==> config.mk <==
export PLATFORM = sky130hd
export DESIGN_NAME = rr_logb_flow_ctrl
export DESIGN_NICKNAME = d
export VERILOG_FILES = /design/src/rtl/rr_logb_flow_ctrl.sv
export SDC_FILE = /design/constraint.sdc
export NUM_CORES = 1
export LEC_CHECK = 0
export BUFFER_PORTS_ARGS = -buffer_cell sky130_fd_sc_hd__buf_4
export CAP_MARGIN = 0
export CORE_UTILIZATION = 50
export CTS_CLUSTER_SIZE = 14
export DETAILED_ROUTE_END_ITERATION = 10
export PLACE_DENSITY_LB_ADDON = 0.25
export SETUP_SLACK_MARGIN = 0.4
export SYNTH_ARGS = -nofsm -noshare
export SYNTH_HDL_FRONTEND = slang
export SYNTH_SLANG_ARGS = --single-unit
==> constraint.sdc <==
create_clock -name clk -period 2.35 [get_ports clk]
set_input_delay 0.3525 -clock clk [delete_from_list [all_inputs] [get_ports clk]]
set_output_delay 0.3525 -clock clk [all_outputs]
set_load 0.01 [all_outputs]
==> src/rtl/rr_logb_flow_ctrl.sv <==
// -----------------------------------------------------------------------------
// rr_logb_flow_ctrl
//
// Flow controller between the top of the packed logging-bus merge tree and the
// trace FIFO that stores packed logb frames. The merge tree ignores almful and
// takes PIPE_STAGES cycles forward, and almful takes another PIPE_STAGES cycles
// to reach the loggers. logb_almful is therefore raised with 2*PIPE_STAGES+SLACK
// entries of headroom, so frames already in flight can still be absorbed.
//
// The block tracks FIFO occupancy, sequences software flushes, and keeps sticky
// overflow/underflow flags.
//
// Ports:
//   clk           clock
//   rstn          asynchronous active-low reset
//   fifo_push     a frame is written to the trace FIFO this cycle
//   fifo_pop      an entry is read from the trace FIFO this cycle
//   flush_req     level request to drain the logging path
//   overflow_clr  clears overflow/underflow; leaves OVF for THROTTLE
//   logb_almful   almost-full to the loggers (registered)
//   occupancy     current FIFO entry count (registered)
//   flush_done    one-cycle pulse when a flush completes (registered)
//   overflow      sticky: push arrived while full
//   underflow     sticky: pop arrived while empty
//   busy_drain    high while in DRAIN (registered)
// -----------------------------------------------------------------------------
module rr_logb_flow_ctrl #(
  parameter int FIFO_DEPTH  = 512,
  parameter int PIPE_STAGES = 4,
  parameter int SLACK       = 2,
  parameter int HYST        = 4,
  parameter int CNT_W       = $clog2(FIFO_DEPTH + 1)
) (
  input  logic             clk,
  input  logic             rstn,
  input  logic             fifo_push,
  input  logic             fifo_pop,
  input  logic             flush_req,
  input  logic             overflow_clr,
  output logic             logb_almful,
  output logic [CNT_W-1:0] occupancy,
  output logic             flush_done,
  output logic             overflow,
  output logic             underflow,
  output logic             busy_drain
);

  // Raise almful at TH; drop it again only below TL.
  localparam int HEADROOM = 2 * PIPE_STAGES + SLACK;
  localparam int TH       = FIFO_DEPTH - HEADROOM;
  localparam int TL       = TH - HYST;

  // Number of push-free cycles that proves the merge tree has emptied.
  localparam int QMAX = PIPE_STAGES + SLACK;
  localparam int Q_W  = (QMAX < 1) ? 1 : $clog2(QMAX + 1);

  localparam logic [CNT_W-1:0] DEPTH_C = CNT_W'(FIFO_DEPTH);
  localparam logic [CNT_W-1:0] TH_C    = CNT_W'(TH);
  localparam logic [CNT_W-1:0] TL_C    = CNT_W'(TL);
  localparam logic [CNT_W-1:0] CNT_ONE = CNT_W'(1);
  localparam logic [Q_W-1:0]   QMAX_C  = Q_W'(QMAX);
  localparam logic [Q_W-1:0]   Q_ONE   = Q_W'(1);

  if (TL < 1) begin : g_bad_params
    $error("rr_logb_flow_ctrl: FIFO_DEPTH too small for PIPE_STAGES, SLACK and HYST");
  end

  typedef enum logic [1:0] {
    RUN,
    THROTTLE,
    DRAIN,
    OVF
  } state_t;

  state_t           state;
  logic [Q_W-1:0]   quiet;

  logic             push_acc;
  logic             pop_acc;
  logic             ovf_evt;
  logic             udf_evt;
  logic [CNT_W-1:0] occ_next;

  // Acceptance and next occupancy. A push at full is still accepted when a pop
  // frees a slot in the same cycle; a pop at empty is never accepted.
  always_comb begin
    // NOTE: every always_comb output gets a default first so no path can infer a latch.
    pop_acc  = fifo_pop && (occupancy != '0);
    push_acc = fifo_push && ((occupancy < DEPTH_C) || pop_acc);
    ovf_evt  = fifo_push && !push_acc;
    udf_evt  = fifo_pop && !pop_acc;
    occ_next = occupancy;
    if (push_acc && !pop_acc) begin
      occ_next = occupancy + CNT_ONE;
    end else if (pop_acc && !push_acc) begin
      occ_next = occupancy - CNT_ONE;
    end
  end

  // FSM and all registered outputs. logb_almful and busy_drain are written
  // alongside every state change so they always describe the next state.
  always_ff @(posedge clk or negedge rstn) begin
    // NOTE: async reset forces every flop at once; state uses non-blocking assignments only.
    if (!rstn) begin
      state       <= RUN;
      quiet       <= '0;
      occupancy   <= '0;
      logb_almful <= 1'b0;
      flush_done  <= 1'b0;
      overflow    <= 1'b0;
      underflow   <= 1'b0;
      busy_drain  <= 1'b0;
    end else begin
      occupancy  <= occ_next;
      flush_done <= 1'b0;

      // Underflow: set wins over a simultaneous clear.
      if (udf_evt) begin
        underflow <= 1'b1;
      end else if (overflow_clr) begin
        underflow <= 1'b0;
      end

      if (ovf_evt) begin
        // A dropped push outranks everything, including a pending flush.
        state       <= OVF;
        overflow    <= 1'b1;
        logb_almful <= 1'b1;
        busy_drain  <= 1'b0;
      end else begin
        unique case (state)
          OVF: begin
            logb_almful <= 1'b1;
            if (overflow_clr) begin
              state    <= THROTTLE;
              overflow <= 1'b0;
            end
          end

          RUN, THROTTLE: begin
            if (flush_req) begin
              state       <= DRAIN;
              quiet       <= '0;
              logb_almful <= 1'b1;
              busy_drain  <= 1'b1;
            end else if ((state == RUN) && (occ_next >= TH_C)) begin
              state       <= THROTTLE;
              logb_almful <= 1'b1;
            end else if ((state == THROTTLE) && (occ_next < TL_C)) begin
              state       <= RUN;
              logb_almful <= 1'b0;
            end
          end

          DRAIN: begin
            if (fifo_push) begin
              quiet <= '0;
            end else if (quiet != QMAX_C) begin
              quiet <= quiet + Q_ONE;
            end

            if (flush_done) begin
              // The done pulse was shown while still in DRAIN; leave now.
              busy_drain <= 1'b0;
              if (occ_next >= TH_C) begin
                state       <= THROTTLE;
                logb_almful <= 1'b1;
              end else begin
                state       <= RUN;
                logb_almful <= 1'b0;
              end
            end else if ((quiet == QMAX_C) && (occ_next == '0)) begin
              flush_done <= 1'b1;
            end
          end

          default: begin
            state <= RUN;
          end
        endcase
      end
    end
  end

endmodule

; ---- Word level (Yosys, flattened, before mapping)
; Cells that the tools add are included.
[classes]
addsub = 3
order_cmp = 3
n_eq_ne = 11
muxes = 33
bitwise_logic = 1
n_reduce_logical = 26
[ops]
columns = operator, count
row1 = $mux 10, 2
row2 = $mux 1, 18
row3 = $ne 3x3->1 const B, 5
row4 = $mux 2, 6
row5 = $add 10x1->10 const B, 1
row6 = $ge 10x9->1 const B, 1
row7 = $logic_not 10->1, 1
row8 = $lt 10x10->1 const B, 1
row9 = $lt 10x9->1 const B, 1
row10 = $reduce_bool 10->1, 1
row11 = $sub 10x1->10 const B, 1
row12 = $logic_and 1x1->1, 9
row13 = $mux 3, 3
row14 = $reduce_bool 2->1, 4
row15 = $pmux 2 s3, 1
row16 = $pmux 3 s2, 1
row17 = $reduce_and 3->1, 2
row18 = $ne 5x5->1 const B, 1
row19 = $eq 2x2->1 const B, 2
row20 = $reduce_and 2->1, 2
row21 = $reduce_and 4->1, 1
row22 = $add 3x1->3 const B, 1
row23 = $eq 3x3->1 const B, 1
row24 = $pmux 1 s3, 1
row25 = 9 further kinds, 10
[word_totals]
ff_bits = 20
output_inout_bits = 15

; ---- Logic depth before layout (Yosys ltp)
[logic_depth]
ltp_word = 15
ltp_mapped = 9
mapped_depth_nobuf = 9

; ---- Worst setup path before layout
; No wires, ideal clock.
[synth_timing]
path_type = reg-to-reg
startpoint = register occupancy[0]
endpoint = register logb_almful
setup_ns = 0.086
t_arrival_ns = 2.372
t_required_ns = 2.264
setup_slack_ns = -0.108
stages_incl_launch_ff = 10
cell_sequence = dfrtp_1 inv_1 ha_1 nor3b_2 a211oi_1 a31oi_1 o311ai_1 a41oi_2 or2_0 a32oi_1
[synth_via]
elab_chain_len = 14
word_cells_on_any_way = 27
cone_classes = add/sub (2) / order compare (3) / eq/ne (2) / mux (8) / reduce/logical (12)
[synth_lines]
columns = element, line_no
row1 = "start, declared", 41  ; output logic [CNT_W-1:0] occupancy,
row2 = "start signal, assigned", 114  ; occupancy <= occ_next;
row3 = branches (longest 14 deep; another with $lt 10x10->1), --
row4 = "end signal, assigned", 133  ; logb_almful <= 1'b1;
row5 = "end signal, assigned", 144  ; logb_almful <= 1'b1;
row6 = "end signal, assigned", 148  ; logb_almful <= 1'b1;
row7 = "end, declared", 40  ; output logic logb_almful,
; Several ways; the timed one is not identified. The select of a mux whose other input is x is not followed.
; A chain may end at the register's enable or synchronous reset.

; ---- Worst setup path after layout
[layout_timing]
startpoint = register occupancy[0]
endpoint = register logb_almful
[layout_via]
elab_chain_len = 14
word_cells_on_any_way = 27
cone_classes = add/sub (2) / order compare (3) / eq/ne (2) / mux (8) / reduce/logical (12)
[layout_lines]
columns = element, line_no
row1 = branches (longest 7 deep; another with $lt 10x10->1), --
row2 = $mux 10 (*), 93  ; if (push_acc && !pop_acc) begin
row3 = named net occ_next[7], 82  ; logic [CNT_W-1:0] occ_next;
row4 = $ge 10x9->1, "146, 165"
row5 = $logic_and 1x1->1, 146  ; end else if ((state == RUN) && (occ_next >= TH_C)) begin
row6 = $mux 1, 146
row7 = $mux 1, 141  ; if (flush_req) begin
row8 = $pmux 1 s3, 131  ; unique case (state)
row9 = $mux 1, 124  ; if (ovf_evt) begin
; Mark *: on every way through the listed nets, which the timed path passes. The select of a mux whose other input is x is not followed.

==> metrics <==
drt total wl 4280 µm; Non-Filler Instances 246; placed cells approximately 240; Max rail drop VDD just under 0.8 mV; clock latency on the worst-skew pair 320 ps; hpwl dp 2970 µm; RePlAce Congestion 0.884; pin count of the biggest net entering global routing 21; crit start category register; Int Power 1.40 mW; sw frac 0.457; Layout area overhead 37.5%; Flop pwr share 0.267; run status finished with violations; fmax 405 MHz; power density over the cells 1250 nW/µm²; busiest layer in global routing met2; Leakage 0.893 nW; Synth Instances 171; clock-pin slew on the worst setup and hold paths 130 ps; Filler cells roughly 200; CTS Buf Count 3; Synth Cell Area 1510 µm²; CTS sink count 20; clock root buffer clkbuf_4; Tcrit/Tclk final 1.05; first-pass GRT wire length 6740 µm; Worst R2R Setup Slack -120 ps; Synth warnings 0; M1 GR Usage 0.343; Wirelength per Cell 17.4 µm; Hold WC Path Type in -> reg; 1st-iter DRT viols 107; Worst-Margin Slew between 400 and 500 ps; commonest non-fill, non-tap cell in the layout buf_4; RSZ-0062 raised after global routing yes; DR pass1 iterations 8; post-route setup slack -120 ps; Die H 56.9 µm; via count 1,567; Worst Setup Path Type reg -> reg; H-tree levels 1; Worst setup EP type register; area post-placement roughly 1900 µm²; die width 56.9 µm; Die ar. 3240 µm²; slew margin rel. 0.691; row count 19; Fin Clk Skew 7.74 ps; most frequent cells in the layout 44 x buf_4, 19 x nor2_1, 19 x dfrtp_1; Clock Power Share 0.113; Slew Viols, Final 0; minimum clock period 2470 ps; number of global-route vias before repair 1,461; max incr delay on CP 510 ps; Hold Slack 248 ps; crit-path max FO 4; failing checks DRC, setup timing; I/O pins 21; crit-path cells buf_6 -> or4b_4 -> a211o_4 -> o31ai_4 -> xor2_2 -> a41oi_2 -> or2_0 -> a32oi_1; Worst path slowest cell or4b_4; Max Buffers Root-to-Sink 2; All-Layer GR Usage 0.272; Post-synth EDFFs 0; final instance area roughly 2100 µm²; combinational group share of total power 0.620; crit path DAT 2710 ps; Primary FF master, synth dfrtp_1; P_sw 1.18 mW; setup violators final 3; MaxCap Viol Count 0; GRT met2 Usage 0.459; n_diodes 0; Layout Nets 227; Post-synth ARST share 1.00; share of cells above drive strength 1 0.367; post-route DRC violation count 2; Yosys cell types 58; PortBufs 20; vias per cell 6.37; sequential-to-total area share from yosys stat 0.332; Starting Density 0.537; Post-DRT Antenna Nets 0; CTS tree built; Final Util 0.738; flops & latches, synth 20; routing usage on met3 0.0507; Required @ worst endpoint 2590 ps; initial antenna violation count 0; Overflow after GRT 0; Mean Syn Cell Area 8.81 µm²; syn_nets 182; Core ar. between 2000 and 3000 µm²; final hold vios 0
==> cell usage after synthesis, types with 3 or more instances <==
master | number | area share
a21oi_1 | 10 | 0.033
a221oi_1 | 3 | 0.017
and3_1 | 5 | 0.021
clkbuf_1 | 6 | 0.015
dfrtp_1 | 20 | 0.33
ha_1 | 5 | 0.042
inv_1 | 10 | 0.025
nand2_1 | 16 | 0.040
nand4_1 | 3 | 0.012
nor2_1 | 19 | 0.047
nor2b_1 | 3 | 0.012
nor4_1 | 4 | 0.017
o21ai_0 | 7 | 0.023
xnor2_1 | 4 | 0.023
==> critical path: cells and delay by family, from the launching register on <==
| family | cells | cell delay, ps |
|---|---|---|
| DFF | 1 | 420 |
| xor gates and xnor gates | 1 | 220 |
| AOI/OAI and AO/OA | 4 | 890 |
| buffers and inverters | 1 | 130 |
| and+or+nand+nor | 2 | 730 |
==> worst paths after layout <==
kind	from	end	cells past startpoint
setup reg to reg	occupancy[0]	logb_almful	8
setup / recovery	occupancy[0]	logb_almful	8
hold / removal	overflow_clr	underflow	2
hold reg to reg	overflow	overflow	1
max in group asynchronous	rstn	occupancy[1]	2
min in group asynchronous	rstn	flush_done	2
==> metal layers <==
layer,share of wire,vias up
li1,-,726
met1,0.41,761
met2,0.51,64
met3,0.051,16
met4,0.022,0
met5,0,-
==> kinds of logic after synthesis <==
group                    count (synthesis)  share of synthesized area
AO/OA/AOI/OAI                           46                      0.238
XOR/XNOR                                 5                     0.0341
adder cells (fa/ha/maj)                  5                     0.0415
buffers and inverters                   19                     0.0540
flip-flops                              20                      0.332
multiplexers                             3                     0.0208
AND/OR/NAND/NOR                         73                      0.279
==> final cells by class <==
class,count,area [µm²],area share
timing repair buffer,49,385,0.186
inverter,10,37.5,0.0181
sequential,20,502,0.242
tap,31,38.8,0.0187
multi-input combinational,132,1050,0.509
clock buffer,3,22.5,0.0109
clock inverter,1,30.0,0.0145
==> what timing repair did <==
| action | CTS | global route |
|---|---|---|
| resized for setup | 13 | 10 |
| setup endpoints to repair | 4 | 8 |
| hold endpoints to repair | 20 | 0 |
| setup buffers | 1 | 1 |
| hold buffers | 1 | 0 |
| pin swaps | 7 | 12 |
==> sequential cells by signal, summed over array words and instances (netlist names) <==
| signal | cells |
|---|---|
| quiet | 3 |
| busy_drain | 1 |
| overflow | 1 |
| state | 2 |
| flush_done | 1 |
| logb_almful | 1 |
| occupancy | 10 |
| underflow | 1 |
==> power groups by stage <==
| stage | Clock [mW] | Sequential [mW] | Combinational, mW |
|---|---|---|---|
| finish | 0.292 | 0.690 | 1.60 |
| global placement | 0 | 0.660 | 1.35 |
| CTS | 0.296 | 0.674 | 1.49 |
| floorplan | 0 | 0.663 | 0.827 |
| global route | 0.311 | 0.711 | 1.73 |
| detailed placement | 0 | 0.671 | 1.39 |
==> through the flow <==
stage | worst slack [ps] | power (mW) | TNS, ps
detailed placement | -150 | 2.06 | -233
floorplan | 43.2 | 1.49 | 0
finish | -120 | 2.59 | -278
global placement | -35.6 | 2.01 | -49.5
global route | -222 | 2.76 | -509
CTS | -113 | 2.46 | -248
No activity file was read; power rests on OpenSTA's default activity.
